**config.mk**
```make
export PLATFORM = sky130hd
export DESIGN_NAME = sysid_read_timer
export DESIGN_NICKNAME = d
export VERILOG_FILES = /design/src/rtl/sysid_boot_checker_pkg.sv /design/src/rtl/sysid_boot_checker_read_timer.sv
export SDC_FILE = /design/constraint.sdc
export NUM_CORES = 1
export LEC_CHECK = 0
export CORE_AREA = 2 2 39 41
export DETAILED_ROUTE_END_ITERATION = 8
export DIE_AREA = 0 0 41 43
export GPL_TIMING_DRIVEN = 0
export PLACE_DENSITY = 0.3
export RECOVER_POWER = 50
export REMOVE_ABC_BUFFERS = 1
export SLEW_MARGIN = 20
export SYNTH_ARGS = -nofsm -noshare
export SYNTH_HDL_FRONTEND = slang
export SYNTH_SLANG_ARGS = --single-unit
```
**constraint.sdc**
```tcl
create_clock -name clock -period 2.2 [get_ports clock]
set_input_delay 0.44 -clock clock [delete_from_list [all_inputs] [get_ports clock]]
set_output_delay 0.44 -clock clock [all_outputs]
set_load 0.01 [all_outputs]
```
**src/rtl/sysid_boot_checker_pkg.sv**
```systemverilog
// Shared types and constants for the sysid boot checker: FSM states, slave word addresses, widths.
package sysid_check_pkg;

  typedef enum logic [2:0] {IDLE, RD_ID, RD_TS, CMP, DONE} state_t;

  localparam logic SYSID_ADDR_ID = 1'b0;
  localparam logic SYSID_ADDR_TS = 1'b1;
  localparam int   DATA_W        = 32;
  localparam int   LAT_W         = 3;

  function automatic logic is_active(input state_t s);
    return (s == RD_ID) || (s == RD_TS) || (s == CMP);
  endfunction

endpackage

```
**src/rtl/sysid_boot_checker_read_timer.sv**
```systemverilog
// Load/count-down timer: sample is high on terminal count (0); reloads whenever load is high.
module sysid_read_timer
  import sysid_check_pkg::*;
#(
  parameter int LOAD_VAL = 1
) (
  input  logic clock,
  input  logic reset,
  input  logic i_load,
  output logic o_sample
);

  logic [LAT_W-1:0] r_cnt;

  always_ff @(posedge clock or posedge reset) begin
    if (reset) begin
      r_cnt <= '0;
    end else if (i_load) begin
      r_cnt <= LAT_W'(LOAD_VAL);
    end else if (r_cnt != '0) begin
      r_cnt <= r_cnt - 1'b1;
    end
  end

  assign o_sample = (r_cnt == '0);

endmodule

```
==> results of run 1 <==
-- worst paths after layout --
check                              start       end  slack [ns]  cells past startpoint
max in group asynchronous          reset  r_cnt[1]        1.55                      2
worst min register to register  r_cnt[1]  r_cnt[1]        0.58                      2
worst max register to register  r_cnt[0]  r_cnt[2]        0.98                      4
worst max-delay path            r_cnt[0]  o_sample        0.15                      4
min in group clock              r_cnt[1]  r_cnt[1]        0.58                      2
worst min-delay path               reset  r_cnt[2]        0.52                      2
-- logic make-up after synthesis --
family	after synthesis	synth area share, %
compound gates	2	6.943
flops	3	41.67
mux	1	5.556
buf+inv	3	6.250
fa+ha+maj	2	13.89
simple gates	6	25.70
-- layout make-up --
cell class	instances	area, µm²	share of cell area (%)
clock buffers	4	26.28	10.24
inverters	3	11.26	4.390
multi-input cells	11	93.84	36.59
flip-flops and latches	3	75.07	29.27
well taps	16	20.02	7.805
repair buffers	3	30.03	11.71
-- routing by layer --
metal  vias up  part of all wire [%]  track usage [%]
met1        67                    40            4.823
li1         70                     -                -
met5         -                     0                0
met4         0                     0            4.000
met2         3                    56            7.813
met3         0                   3.3            1.571
-- worst max-delay path, stage by stage, from the launching register on --
cell and delay, ns:
dfrtp_1 0.39, inv_1 0.09, ha_1 0.17, and2b_2 0.18
clkdlybuf4s50_1 0.54
-- layout by cell type (no fill, tap or decap), drive strengths merged --
cell type,netlist,layout
dlygate4sd3,0,1
or2b,1,1
clkdlybuf4s50,0,2
o31ai,1,1
dfrtp,3,3
nand4bb,1,1
inv,3,3
nor2b,1,1
and2b,1,1
mux2i,1,1
or3b,1,1
clkbuf,0,4
nor2,1,1
a21oi,1,1
ha,2,2
-- Yosys cell counts --
library cell	count
or3b_1	1
ha_1	2
dfrtp_1	3
a21oi_1	1
o31ai_1	1
inv_1	3
mux2i_1	1
nor2_1	1
and2b_2	1
nand4bb_1	1
nor2b_1	1
or2b_1	1
-- through the flow --
stage	util, %	power [µW]	instance area, µm²
after floorplan	-	186.6	180.2
after global placement	16.64	232.8	230.2
after detailed placement	16.64	232.1	230.2
after CTS	18.54	332.5	256.5
after global routing	18.54	354.8	256.5
final	18.54	324.3	256.5
-- where the power goes --
part	switching [µW]	internal, µW
Sequential	17.4	80.0
Combinational	58.7	73.5
Clock	26.8	67.9
==> impl_metrics.ini, run 1 <==
[run_status]
status = finished, final reports clean

[timing]
fin_crit_sh_pct = 92.97
clock_skew_ns = 0.0001903
fin_crit_ns = 2.045
hold-worst-slack_ns = 0.5180
worstMarginPinSlew_ns = 0.2117
slew_violations = 0
setup_ws_ns = 0.1546
setup_violations = 0
finalHoldViolCount = 0
rsz0062_at_grt = false
tns_ns = 0
relSlewSlack_pct = 85.77
clock.fmax_ghz = 0.4889

[clocking]
ctsHoldBuffers = 0
cts_max_level = 1
clock_path_buffers = 2
tritoncts = yes
clkSinkCount = 3
post_cts_buffers = 0
clk_latency_ns = 0.23
clkTransAtPathRegs_ns = 0.04
ctsResizeCount = 0
cts_root_buf = clkbuf_4
cts_made_buffers = 3

[layout]
reg.largest.list = r_cnt (3)
nets = 30
drive_above_1_share_pct = 16.67
num_antenna_cells = 0
largest_reg_flops = 3
synthToLayoutAreaGrowth_pct = 42.36
stdcell_count = 40
largest-register = r_cnt
fillerInstances = 153

[global_route]
grt-ovfl-total = 0
grt_pass1_vias = 163
grtUsageTotal_pct = 4.920
grt_pass1_wl_um = 558
antenna_found_initial = 0
grt_max_degree = 6

[synth]
avgSynthCellArea_um2 = 10.60
syn-instance-count = 17
synth_area_um2 = 180.2
yosys.area.top_type = dfrtp_1
synth_cell_type_count = 12
synth_warnings = 0
seq_area_frac_synth_pct = 41.67
yosys-top-cells-area = dfrtp_1 42%, ha_1 14%, inv_1 6.3%
ys_ff_latch = 3
synth_top_cell_area_share_pct = 41.67

[route]
viasPerCell = 3.500
wl_um = 304
final_antenna_net_count = 0
drcViolationCount = 0
wl_per_cell_um = 7.600
drt_first_iter_violations = 0
vias = 140
dr.pass1.iters = 1

[worst_setup_path]
cp_max_fo = 3
startpoint_type = flop
arrival_ns = 1.61
critPathKind = flop to output pin
worstPathRequired_ns = 1.76
critPathCaptureType = output pin

[place]
io_buffers = 3
place_ws_ns = 0.4016
dp.cells = 36
place.gp.congestion = 0.7291

[floorplan]
core_um2 = 1384
die_y_um = 43
io_pins = 4
fp.dieArea_um2 = 1763
dieWidth_um = 41
rows = 14
start_util_pct = 13.02

[power]
powerDensity_nw_per_um2 = 1264
leakage_uw = 0.0001149
peakVddDrop_mv = 0.3190

[hold_path]
min-delay-path-class = input pin to asynchronous set/reset pin

[job]
drv_cap = 0
No activity file was read; power rests on OpenSTA's default activity.
==> run 2, diff against run 1 <==
--- a/config.mk
+++ b/config.mk
@@ -12,7 +12,6 @@
 export PLACE_DENSITY = 0.3
 export RECOVER_POWER = 50
 export REMOVE_ABC_BUFFERS = 1
-export SLEW_MARGIN = 20
 export SYNTH_ARGS = -nofsm -noshare
 export SYNTH_HDL_FRONTEND = slang
 export SYNTH_SLANG_ARGS = --single-unit
==> constraint.sdc (replaced) <==
create_clock -name clock -period 1.95 [get_ports clock]
set_input_delay 0.39 -clock clock [delete_from_list [all_inputs] [get_ports clock]]
set_output_delay 0.39 -clock clock [all_outputs]
set_load 0.01 [all_outputs]
==> run 2 against run 1 <==
Net effect:
- flip-flop and latch count unchanged
- global-route usage is the same
- combinational power rose by 6%
- wire length is 0.33% lower
- clock skew unchanged
- sequential power is 13% higher
- worst setup slack improved by 0.024 ns
- via count unchanged
- clock power grew 13%
- first-iteration DRC count unchanged
- final cell count is the same
- final area shrank 0.49%
- largest cell class unchanged
==> impl_metrics.ini, run 2 (same netlist as run 1, synthesis figures left out) <==
[clocking]
clk_latency_ns = 0.23
clkTransAtPathRegs_ns = 0.04
tritoncts = yes
cts_max_level = 1
post_cts_buffers = 0
cts_root_buf = clkbuf_4
cts_made_buffers = 3
clkSinkCount = 3
clock_path_buffers = 2

[power]
swShare_pct = 32.31
p_clk_share_pct = 30.0
total_power_uw = 356.6
p_seq_share_pct = 30.8
p_int_uw = 241.4
p_comb_share_pct = 39.2
peakVddDrop_mv = 0.3591
switching_power_uw = 115.2
leakage_uw = 0.0001181
powerDensity_nw_per_um2 = 1397

[route]
drcViolationCount = 0
viasPerCell = 3.500
wl_um = 303
drt_first_iter_violations = 0
wl_per_cell_um = 7.575
final_antenna_net_count = 0
dr.pass1.iters = 1
vias = 140

[worst_setup_path]
arrival_ns = 1.38
cp_max_fo = 3
rr_startpoint = r_cnt[0]
timing.rr.end = r_cnt[2]
worstPathRequired_ns = 1.56
crit_path_end = o_sample
critPathCaptureType = output pin
startpoint_type = flop
ff2ff_path_depth = 4
crit_path_cell_trace = inv_1, ha_1, and2b_2, dlygate4sd2_1
cpPeakStageDelay_ns = 0.36
cp-startpoint = r_cnt[0]
crit_slowest_cell = dfrtp_1
critPathKind = flop to output pin
r2r_slack_ns = 0.73

[layout]
largest_reg_flops = 3
post-route-cell-area_um2 = 255.2
synthToLayoutAreaGrowth_pct = 41.67
layout_common_cells = 3 x inv_1, 3 x clkbuf_4, 3 x dfrtp_1, 2 x ha_1
stdcell_count = 40
drive_above_1_share_pct = 16.67
reg.largest.list = r_cnt (3)
nets = 30
largest-register = r_cnt
num_antenna_cells = 0

[floorplan]
die_y_um = 43
io_pins = 4
core_um2 = 1384
fp.dieArea_um2 = 1763
rows = 14
start_util_pct = 13.02
dieWidth_um = 41

[timing]
relSlewSlack_pct = 85.77
clock.fmax_ghz = 0.5645
worstMarginPinSlew_ns = 0.2117
tns_ns = 0
hold-worst-slack_ns = 0.4680
fin_crit_sh_pct = 90.84
rsz0062_at_grt = false
finalHoldViolCount = 0
setup_violations = 0
clock_skew_ns = 0.0001903
fin_crit_ns = 1.771
slew_violations = 0

[global_route]
antenna_found_initial = 0
grtUsageTotal_pct = 4.920
grt-ovfl-total = 0
grt_pass1_vias = 163
grt_pass1_wl_um = 558
grt_max_degree = 6

[place]
dp.cells = 36
placed_area_um2 = 230.2
place.gp.congestion = 0.7291
io_buffers = 3

[run_status]
status = finished, final reports clean

[job]
drv_cap = 0

[hold_path]
min-delay-path-class = input pin to asynchronous set/reset pin
## run 2: layer usage
| layer | global-route usage (%) | wire length, µm | vias up |
|---|---|---|---|
| li1 | - | - | 70 |
| met1 | 4.823 | 121 | 67 |
| met2 | 7.813 | 171 | 3 |
| met3 | 1.571 | 10 | 0 |
| met4 | 4.000 | 0 | 0 |
| met5 | 0 | 0 | - |
## run 2: critical path, delay by kind of cell, from the launching register on
kind | cells | cell delay, ns
buffers and inverters | 2 | 0.36
AND/OR/NAND/NOR | 1 | 0.22
adder cells (fa/ha/maj) | 1 | 0.21
flip-flops | 1 | 0.36
## run 2: layout make-up
cell class / count / area (µm²)
well taps: 16 / 20.02
multi-input cells: 11 / 93.84
flip-flops and latches: 3 / 75.07
repair buffers: 3 / 28.78
fillers: 153 / 1129
clock buffers: 4 / 26.28
inverters: 3 / 11.26
## run 2: what timing repair did
item / CTS / global route
resized for setup: 1 / 0
endpoints found under the hold margin: 0 / 0
hold buffers: 0 / 0
setup endpoints to repair: 1 / 0
## run 2: power groups by stage
stage	combinational, µW	sequential [µW]	clock, µW
after floorplan	107	103	0
after global placement	153	110	0
after detailed placement	153	109	0
after CTS	145	110	112
after global routing	164	113	114
final	140	110	107
## run 2: stage by stage
stage / utilization [%] / worst slack, ns
after floorplan: - / 0.7475
after detailed placement: 16.64 / 0.2016
final: 18.44 / 0.1787
after CTS: 18.44 / 0.1679
after global placement: 16.64 / 0.1957
after global routing: 18.44 / 0.1084
## run 2: worst min-delay path by stage
stage | endpoint
global route | r_cnt[2]
global placement | r_cnt[0]
floorplan | r_cnt[0]
detailed placement | r_cnt[0]
finish | r_cnt[2]
CTS | r_cnt[0]
==> run 3, diff against run 2 <==
==> constraint.sdc (replaced) <==
create_clock -name clock -period 1.6 [get_ports clock]
set_input_delay 0.32 -clock clock [delete_from_list [all_inputs] [get_ports clock]]
set_output_delay 0.32 -clock clock [all_outputs]
set_load 0.01 [all_outputs]
==> run 3 against run 2 <==
Net effect:
- clock-buffer cell count stayed put
- non-clock buffer count is 2 higher
- power grew 35%
- global-route usage increased by 0.30 points
- first-iteration DRC count stayed put
- clock power is 21% higher
- sequential share of layout area down 1.5 points
- die area is the same
==> impl_metrics.ini, run 3 (same netlist as run 1, synthesis figures left out) <==
[run_status]
status = finished, final reports clean

[worst_setup_path]
ff2ff_path_depth = 5
critPathBufInv = 2
critPathCaptureType = output pin
crit_path_cell_trace = inv_2, ha_2, and2b_2, buf_2
crit_slowest_cell = dfrtp_1
worstPathRequired_ns = 1.28
cp_top_family = flip-flops
cp.depth = 4
startpoint_type = flop
cpPeakStageDelay_ns = 0.36
critPathKind = flop to output pin
arrival_ns = 1.16
cp_max_fo = 3

[route]
dr.pass1.iters = 1
wl_um = 325
vias = 147
drt_first_iter_violations = 0
final_antenna_net_count = 0
viasPerCell = 3.500
wl_per_cell_um = 7.738
drcViolationCount = 0

[layout]
drive_above_1_share_pct = 38.46
synthToLayoutAreaGrowth_pct = 49.31
largest-register = r_cnt
num_antenna_cells = 0
largest_reg_flops = 3
reg.largest.list = r_cnt (3)
post-route-cell-area_um2 = 269.0
layout_common_cells = 3 x clkbuf_4, 3 x dfrtp_1, 2 x inv_2, 2 x buf_4
nets = 32

[timing]
clock.fmax_ghz = 0.6779
fin_crit_ns = 1.475
setup_violations = 0
finalHoldViolCount = 0
worstMarginPinSlew_ns = 0.2288
slew_violations = 0
fin_crit_sh_pct = 92.19
hold-worst-slack_ns = 0.3966
clock_skew_ns = 0.0004379
rsz0062_at_grt = false
relSlewSlack_pct = 84.61

[power]
leakage_uw = 0.0001227
p_clk_share_pct = 27.0
swShare_pct = 32.37
p_comb_share_pct = 45.0
powerDensity_nw_per_um2 = 1787
p_int_uw = 325.2
peakVddDrop_mv = 0.4918
p_seq_share_pct = 28.0
switching_power_uw = 155.7
total_power_uw = 480.8

[floorplan]
dieWidth_um = 41
io_pins = 4
rows = 14
die_y_um = 43
fp.dieArea_um2 = 1763
start_util_pct = 13.02
core_um2 = 1384

[clocking]
cts_made_buffers = 3
clock_path_buffers = 2
cts_root_buf = clkbuf_4
cts_max_level = 1
clk_latency_ns = 0.23
tritoncts = yes
clkSinkCount = 3
clkTransAtPathRegs_ns = 0.04

[global_route]
grt-ovfl-total = 0
antenna_found_initial = 0
grtUsageTotal_pct = 5.221
grt_pass1_vias = 175
grt_pass1_wl_um = 600
grt_max_degree = 6

[place]
place.gp.congestion = 0.7291
placed_area_um2 = 230.2
io_buffers = 3

[job]
drv_cap = 0

[hold_path]
min-delay-path-class = input pin to asynchronous set/reset pin
run 3: changes by cell type in the layout (fill, tap and decap cells not counted):
cell	before	now
buf_2	0	1
dlygate4sd2_1	1	0
inv_2	0	2
inv_1	3	1
ha_2	0	1
ha_1	2	1
buf_4	0	2
run 3: path summary, 6_finish.rpt:
kind	startpoint	endpoint	slack, ns
worst max-delay path	r_cnt[1]	o_sample	0.12
worst min-delay path	reset	r_cnt[0]	0.40
worst max register to register	r_cnt[1]	r_cnt[1]	0.35
worst min register to register	r_cnt[2]	r_cnt[2]	0.58
max in group asynchronous	reset	r_cnt[2]	1.08
min in group clock	r_cnt[2]	r_cnt[2]	0.58
run 3: worst register-to-register path, cell delays in order (launching register included):
cell	delay, ns
dfrtp_1	0.36
inv_2	0.05
ha_2	0.18
and2b_2	0.20
buf_4	0.14
o31ai_1	0.22
run 3: layout make-up:
class                           count  area [µm²]
Clock buffer                        4       26.28
Fill cell                         151        1115
Inverter                            3       11.26
Multi-Input combinational cell     11       96.34
Sequential cell                     3       75.07
Tap cell                           16       20.02
Timing Repair Buffer                5       40.04
run 3: power by group through the flow:
stage / registers (µW) / clock network, µW / logic (µW)
5_1_grt: 139 / 139 / 248
2_1_floorplan: 126 / 0 / 131
3_3_place_gp: 134 / 0 / 186
3_5_place_dp: 133 / 0 / 186
4_1_cts: 131 / 136 / 224
6_report: 135 / 130 / 216
run 3: repair_timing:
item	CTS	global route
resized for setup	3	4
pin swaps	0	1
buffers inserted	2	0
hold buffers	0	0
setup endpoints to repair	1	1
run 3: stage by stage:
| step | setup TNS [ns] | worst slack, ns | std cells | utilization (%) |
|---|---|---|---|---|
| finish | 0 | 0.1249 | 42 | 19.44 |
| floorplan | 0 | 0.4675 | 17 | - |
| CTS | 0 | 0.003185 | 42 | 19.71 |
| global placement | -0.08433 | -0.08433 | 36 | 16.64 |
| global route | 0 | 0.07391 | 42 | 19.44 |
| detailed placement | -0.07841 | -0.07841 | 36 | 16.64 |
run 3: metal layers:
layer | vias up | part of all wire [%] | GRT usage [%]
met2 | 3 | 58 | 8.438
li1 | 74 | - | -
met4 | 0 | 0 | 4.000
met3 | 0 | 3.1 | 1.571
met1 | 70 | 38 | 5.145
met5 | - | 0 | 0
